**config.mk**
```make
export PLATFORM = sky130hd
export DESIGN_NAME = s3g_int_sched
export DESIGN_NICKNAME = d
export VERILOG_FILES = /design/src/rtl/s3g_int_sched.sv
export SDC_FILE = /design/constraint.sdc
export NUM_CORES = 1
export LEC_CHECK = 0
export BUFFER_PORTS_ARGS = -buffer_cell sky130_fd_sc_hd__buf_2
export CAP_MARGIN = 20
export CORE_ASPECT_RATIO = 1.2
export CORE_MARGIN = 1.5
export CORE_UTILIZATION = 50
export CTS_BUF_LIST = sky130_fd_sc_hd__clkbuf_4 sky130_fd_sc_hd__clkbuf_8
export CTS_CLUSTER_DIAMETER = 150
export DETAILED_ROUTE_END_ITERATION = 8
export PLACE_DENSITY = 0.8
export SLEW_MARGIN = 5
export SYNTH_ARGS = -nofsm -noshare
export SYNTH_HDL_FRONTEND = slang
export SYNTH_SLANG_ARGS = --single-unit
```
**constraint.sdc**
```tcl
create_clock -name clk -period 4.9 [get_ports clk]
set_input_delay 0.98 -clock clk [delete_from_list [all_inputs] [get_ports clk]]
set_output_delay 0.98 -clock clk [all_outputs]
set_load 0.05 [all_outputs]
```
**src/rtl/s3g_int_sched.sv**
```systemverilog
// Interrupt latch/mask plus non-preemptive scheduler sharing s3g_tx between
// executor replies (tx_sel=0) and periodic interrupt reports (tx_sel=1).
module s3g_int_sched #(
  parameter int unsigned INTS_TIMER = 15000
) (
  input  logic        clk,
  input  logic        rst_n,
  input  logic [31:0] ints,
  input  logic        mask_wr,
  input  logic [31:0] mask_data,
  input  logic [31:0] clear_stb,
  input  logic        reply_req,
  output logic        reply_ack,
  output logic        tx_start,
  output logic        tx_sel,
  input  logic        tx_done,
  output logic [31:0] report_data,
  output logic [31:0] ints_pending,
  output logic [31:0] ints_mask
);

  localparam logic [23:0] TIMER_MAX = 24'(INTS_TIMER - 1);

  typedef enum logic [1:0] {IDLE, REPLY, REPORT} state_t;

  state_t      state;
  logic [31:0] ints_prev;
  logic [31:0] reported;
  logic [23:0] timer;
  logic [31:0] rise;
  logic [31:0] active;
  logic        new_req;
  logic        timer_req;
  logic        take_reply;
  logic        take_report;

  assign rise      = ints & ~ints_prev;
  assign active    = ints_pending & ints_mask;
  assign new_req   = |(active & ~reported);
  assign timer_req = (timer == TIMER_MAX);

  // reply_req is a level held until reply_ack; in the ack cycle the executor
  // has not yet dropped it, so it must not start a second reply.
  assign take_reply  = (state == IDLE) && reply_req && !reply_ack;
  assign take_report = (state == IDLE) && !take_reply && (new_req || timer_req)
                       && (active != '0);

  always_ff @(posedge clk or negedge rst_n) begin
    if (!rst_n) begin
      ints_prev    <= '0;
      ints_pending <= '0;
      ints_mask    <= '1;
      reported     <= '0;
      timer        <= '0;
    end else begin
      ints_prev    <= ints;
      ints_pending <= (ints_pending & ~clear_stb) | rise;
      if (mask_wr) ints_mask <= mask_data;
      reported     <= (reported & active) | (take_report ? active : 32'h0);
      // Timer freezes while a report is on the wire and saturates at TIMER_MAX.
      if (active == '0) begin
        timer <= '0;
      end else if (state == REPORT) begin
        if (tx_done) timer <= '0;
      end else if (!timer_req) begin
        timer <= timer + 24'd1;
      end
    end
  end

  always_ff @(posedge clk or negedge rst_n) begin
    if (!rst_n) begin
      state       <= IDLE;
      tx_start    <= 1'b0;
      tx_sel      <= 1'b0;
      reply_ack   <= 1'b0;
      report_data <= '0;
    end else begin
      tx_start  <= 1'b0;
      reply_ack <= 1'b0;
      case (state)
        IDLE: begin
          if (take_reply) begin
            tx_start <= 1'b1;
            tx_sel   <= 1'b0;
            state    <= REPLY;
          end else if (take_report) begin
            tx_start    <= 1'b1;
            tx_sel      <= 1'b1;
            report_data <= active;
            state       <= REPORT;
          end
        end
        REPLY: begin
          if (tx_done) begin
            reply_ack <= 1'b1;
            state     <= IDLE;
          end
        end
        REPORT: begin
          if (tx_done) state <= IDLE;
        end
        default: state <= IDLE;
      endcase
    end
  end

endmodule
```
After elaboration in Yosys (flattened, before gate mapping)
Index checks and enable logic that the tools add are counted.
W data, S select, Z words.
{"block": "classes", "n_reduce_logical": 18, "add_sub_neg": 1, "n_eq_ne": 7, "bitwise_logic": 11, "n_mux": 16}
{"op": "$and A32 B32 Y32", "count": 5}
{"op": "$mux W24", "count": 4}
{"op": "$not A32 Y32", "count": 3}
{"op": "$or A32 B32 Y32", "count": 2}
{"op": "$logic_not A32 Y1", "count": 1}
{"op": "$mux W32", "count": 1}
{"op": "$reduce_bool A32 Y1", "count": 1}
{"op": "$reduce_or A32 Y1", "count": 1}
{"op": "$add A24 B1 Y24 const B", "count": 1}
{"op": "$eq A24 B14 Y1 const B", "count": 1}
{"op": "$mux W1", "count": 7}
{"op": "$mux W2", "count": 3}
{"op": "$ne A3 B3 Y1 const B", "count": 2}
{"op": "$reduce_and A2 Y1", "count": 3}
{"op": "$logic_and A1 B1 Y1", "count": 5}
{"op": "$pmux W2 S2", "count": 1}
{"op": "$ne A3 B1 Y1 const B", "count": 1}
{"op": "$reduce_and A3 Y1", "count": 1}
{"op": "$eq A2 B1 Y1 const B", "count": 1}
{"op": "$eq A2 B2 Y1 const B", "count": 1}
{"op": "$logic_not A1 Y1", "count": 2}
{"op": "$logic_not A2 Y1", "count": 1}
{"op": "$ne A2 B1 Y1 const B", "count": 1}
{"op": "$reduce_bool A2 Y1", "count": 1}
{"op": "3 further kinds", "count": 3}
{"block": "word_totals", "output_inout_bits": 99, "ff_bits": 189, "in_bits": 101, "elab_cells": 63}

Longest topological paths before layout
{"block": "depth", "depth_word": 10, "depth_mapped": 8, "depth_no_buf": 6}

Worst setup path before layout
No wires, ideal clock.
{"block": "synth_timing", "path_type": "reg2reg", "startpoint": "reg ints_pending[1]", "endpoint": "reg reported[12]", "setup_slack_ns": 2.651, "path_stages_with_launch": 8, "synth_period_minus_slack_ns": 2.249, "setup_time_ns": 0.123, "required_ns": 4.777, "arrival_time_ns": 2.126, "path_cell_list": "dfrtp_1 nand2_1 o2111ai_1 or4_1 o311ai_2 buf_6 buf_4 a21oi_1"}
{"block": "synth_between", "elab_chain_cells": 8}
{"element": "from (decl)", "line": "18", "source": "output logic [31:0] ints_pending,"}
{"element": "from (signal assigned)", "line": "57", "source": "ints_pending <= (ints_pending & ~clear_stb) | rise;"}
{"element": "$and A32 B32 Y32 (*)", "line": "38", "source": "assign active = ints_pending & ints_mask;"}
{"element": "$and A32 B32 Y32", "line": "39", "source": "assign new_req = |(active & ~reported);"}
{"element": "$reduce_or A32 Y1", "line": "39"}
{"element": "$logic_or A1 B1 Y1", "line": "45", "source": "assign take_report = (state == IDLE) && !take_reply && (new_req || timer_req)"}
{"element": "$logic_and A1 B1 Y1", "line": "45"}
{"element": "$logic_and A1 B1 Y1 (*)", "line": "46", "source": "&& (active != '0);"}
{"element": "$mux W32 (*)", "line": "59", "source": "reported <= (reported & active) | (take_report ? active : 32'h0);"}
{"element": "$or A32 B32 Y32 (*)", "line": "59"}
{"element": "to (signal assigned)", "line": "59"}
{"element": "to (decl)", "line": "28", "source": "logic [31:0] reported;"}
Mark *: on every way between the ends. The rest lies on a longest branch, timed or not.
A chain may end at the register's enable or synchronous reset.

Worst setup path in the final report
{"block": "layout_timing", "startpoint": "reg ints_pending[12]", "endpoint": "reg reported[27]"}
Same word-level chain as after synthesis.

==> metrics.json <==
{
  "cap_viol_max_count": {"value": 0},
  "detailroute.via_count": {"value": 6197},
  "fp.dieW": {"value": 119, "unit": "µm"},
  "type_of_the_tightest_min_delay_check": {"value": "flop to flop"},
  "grt_overflow": {"value": 0},
  "clock_insertion_delay_worst_skew": {"value": 0.45, "unit": "ns"},
  "post_synth_most_frequent_cells": {"value": "dfrtp_1 (157), inv_1 (103), nand2_1 (47)"},
  "critical_path.reg2reg.endpoint": {"value": "reported[27]$_DFF_PN0_"},
  "min-delay-start": {"value": "ints_prev[3]$_DFF_PN0_"},
  "criticalPathCategory": {"value": "flop to flop"},
  "synth_edf_count": {"value": 0},
  "synth_largest_area_cell": {"value": "dfrtp_1"},
  "numPortBuffers": {"value": 199},
  "fin_tns_setup": {"value": 0, "unit": "ns"},
  "floorplan.die.height": {"value": 142, "unit": "µm"},
  "cts_tree": {"value": "done"},
  "synth_async_sr_flop_share": {"value": 1.00},
  "filler_cell_count": {"value": 1321},
  "netlist_top_cells_area": {"value": "dfrtp_1 (49%), dfstp_2 (10%), inv_1 (4.8%)"},
  "clock-root-buffer": {"value": "clkbuf_8"},
  "start_kind": {"value": "flop"},
  "worst_setup_path_end_kind": {"value": "flop"},
  "design.die.area": {"value": 16800, "unit": "µm²"},
  "grt_first_pass_wirelength": {"value": 31.5, "unit": "mm"},
  "final.setup_skew": {"value": 0.0143, "unit": "ns"},
  "cts.reportedPaths.clkPinSlew": {"value": 0.10, "unit": "ns"},
  "run_status": {"value": "finished, final reports clean"},
  "final_weighted_congestion_in_routability_driven_placement": {"value": 0.854},
  "placement_setup_slack": {"value": 2.11, "unit": "ns"},
  "hold_end": {"value": "ints_pending[3]$_DFF_PN0_"},
  "final_min_period_over_clock_period": {"value": 0.582},
  "post-route-util": {"value": 0.612},
  "cts_buffer_depth": {"value": 2},
  "grt_pass1_vias": {"value": 6054},
  "synthesis.area": {"value": 8010, "unit": "µm²"},
  "place.detailed.hpwl": {"value": 14.3, "unit": "mm"},
  "timing.reg2reg.worst_path_depth": {"value": 7},
  "syn_avg_cell_area": {"value": 11.4, "unit": "µm²"},
  "io_pins": {"value": 200},
  "cellPowerDensity": {"value": 509, "unit": "nW/µm²"},
  "post_cts.resized_instances": {"value": 0},
  "syn-instance-count": {"value": 701},
  "synth_nets": {"value": 806},
  "min_period": {"value": 2.85, "unit": "ns"},
  "numCtsBuffers": {"value": 17},
  "core_area": {"value": 15600, "unit": "µm²"},
  "row_count": {"value": 50},
  "timing.final.ws_setup": {"value": 2.05, "unit": "ns"},
  "synth.distinct_cells": {"value": 55},
  "timing.final.setup_violations": {"value": 0},
  "synth_seq_area_share": {"value": 0.595},
  "seq_area": {"value": 4770, "unit": "µm²"},
  "worstMarginPinSlew": {"value": 0.900, "unit": "ns"},
  "cts_setup_buffers": {"value": 0},
  "ys_warn_count": {"value": 0},
  "timing.fmax": {"value": 351, "unit": "MHz"},
  "netlist.area_leader.share": {"value": 0.490},
  "design.final.nets": {"value": 1000},
  "final_max_slew_viol_count": {"value": 0},
  "largest_net_degree_at_the_start_of_global_routing": {"value": 101},
  "power.static_leakage": {"value": 4.54, "unit": "nW"},
  "timing.critical_path.required": {"value": 5.21, "unit": "ns"},
  "ir_drop": {"value": 0.339, "unit": "mV"},
  "worstHoldPathCells": {"value": 1},
  "grt_util_all_layers": {"value": 0.240},
  "r2r-start": {"value": "ints_pending[12]$_DFF_PN0_"},
  "maxSlewHeadroom": {"value": 0.400},
  "worst-r2r-setup-slack": {"value": 2.05, "unit": "ns"},
  "routed_via_density": {"value": 5.55},
  "route.detailed.drc": {"value": 0},
  "clkSinkCount": {"value": 189},
  "antenna_found_initial": {"value": 0},
  "post-synth-top-count-cell": {"value": "dfrtp_1"},
  "proportion_of_layout_cells_with_a_drive_suffix_above_1": {"value": 0.343},
  "rsz0062_at_grt": {"value": "no"},
  "critical_path.max_fanout": {"value": 65},
  "dominantRegCellSynth": {"value": "dfrtp_1"},
  "ys_seq_elements": {"value": 189},
  "route.antenna.remaining_nets": {"value": 0},
  "multi_input_area": {"value": 2700, "unit": "µm²"},
  "area_growth_synth_to_finish": {"value": 19.5, "unit": "%"},
  "dr.first_iter.drc_count": {"value": 367},
  "routedWlPerCell": {"value": 17.8, "unit": "µm"},
  "hold_viol": {"value": 0},
  "dr.pass1.iters": {"value": 4},
  "floorplan.initialDensity": {"value": 0.512},
  "route.final.wire_length": {"value": 19.9, "unit": "mm"},
  "worstPathArrival": {"value": 3.16, "unit": "ns"},
  "ctsHoldBuffers": {"value": 0},
  "ctsHtreeMaxLevel": {"value": 4}
}
==> placed cells by master (no fill, tap or decap), types with 30 or more instances in the layout <==
| cell | n |
|---|---|
| buf_2 | 198 |
| nand3_1 | 30 |
| mux2_2 | 32 |
| nand2_1 | 47 |
| dfrtp_1 | 157 |
| a21oi_1 | 38 |
| inv_1 | 103 |
| o2bb2ai_1 | 32 |
| o22ai_1 | 32 |
| dfstp_2 | 32 |
==> state kept, by name, summed over array words and instances, names as in the netlist, 2 cells and up <==
register      cells
ints_mask        32
ints_pending     32
ints_prev        32
report_data      32
reported         32
state             2
timer            24
==> report_power, final <==
part           internal (mW)  switching (mW)
Combinational          0.469            1.26
Sequential              1.86           0.246
Clock                  0.492           0.555
Total                   2.82            2.06
==> worst max-delay path, cell delays in order, from the launching register on <==
cell      delay (ns)
dfrtp_1         0.43
a22oi_1         0.26
nand4_1         0.22
or4_1           0.55
buf_4           0.30
o311ai_4        0.11
buf_4           0.60
a21oi_1         0.19
==> worst max path at each step <==
stage	startpoint	end	slack (ns)	depth (start not counted)
after floorplan	ints_pending[1]$_DFF_PN0_	reported[12]$_DFF_PN0_	2.65	7
after global placement	ints_pending[5]$_DFF_PN0_	report_data[31]$_DFFE_PN0P_	2.11	6
after detailed placement	ints_pending[2]$_DFF_PN0_	reported[16]$_DFF_PN0_	2.11	7
after CTS	ints_pending[5]$_DFF_PN0_	report_data[5]$_DFFE_PN0P_	2.05	6
after global routing	ints_pending[12]$_DFF_PN0_	reported[29]$_DFF_PN0_	1.93	7
final	ints_pending[12]$_DFF_PN0_	reported[27]$_DFF_PN0_	2.05	7
==> cells by family after synthesis <==
kind of cell,count (synthesis),synth area share
mux,41,0.0562
compound gates,168,0.154
xor+xnor,2,0.00219
simple gates,165,0.116
flops,189,0.595
fa+ha+maj,4,0.00625
buf+inv,132,0.0697
==> metal layers <==
layer / share of wire / track usage
met1: 0.41 / 0.300
met2: 0.52 / 0.418
met3: 0.055 / 0.0619
met4: 0.016 / 0.0672
met5: 0 / 0
==> metrics by stage <==
| stage | power, mW | cell area (µm²) | hold WS [ns] | instances |
|---|---|---|---|---|
| final | 4.88 | 9580 | 0.419 | 1117 |
| after global routing | 5.11 | 9570 | 0.433 | 1116 |
| after CTS | 4.90 | 9570 | 0.423 | 1116 |
| after detailed placement | 3.85 | 9170 | 0.408 | 1084 |
| after global placement | 3.82 | 9170 | 0.400 | 1084 |
| after floorplan | 3.37 | 8010 | 0.399 | 701 |
==> layout make-up <==
class                           count  area share
Tap cell                          208      0.0272
Sequential cell                   189       0.498
Clock buffer                       21      0.0282
Timing Repair Buffer              204       0.110
Antenna cell                        1    0.000261
Inverter                          103      0.0404
Multi-Input combinational cell    380       0.282
Clock inverter                     11      0.0136
No activity file was read; power rests on OpenSTA's default activity.
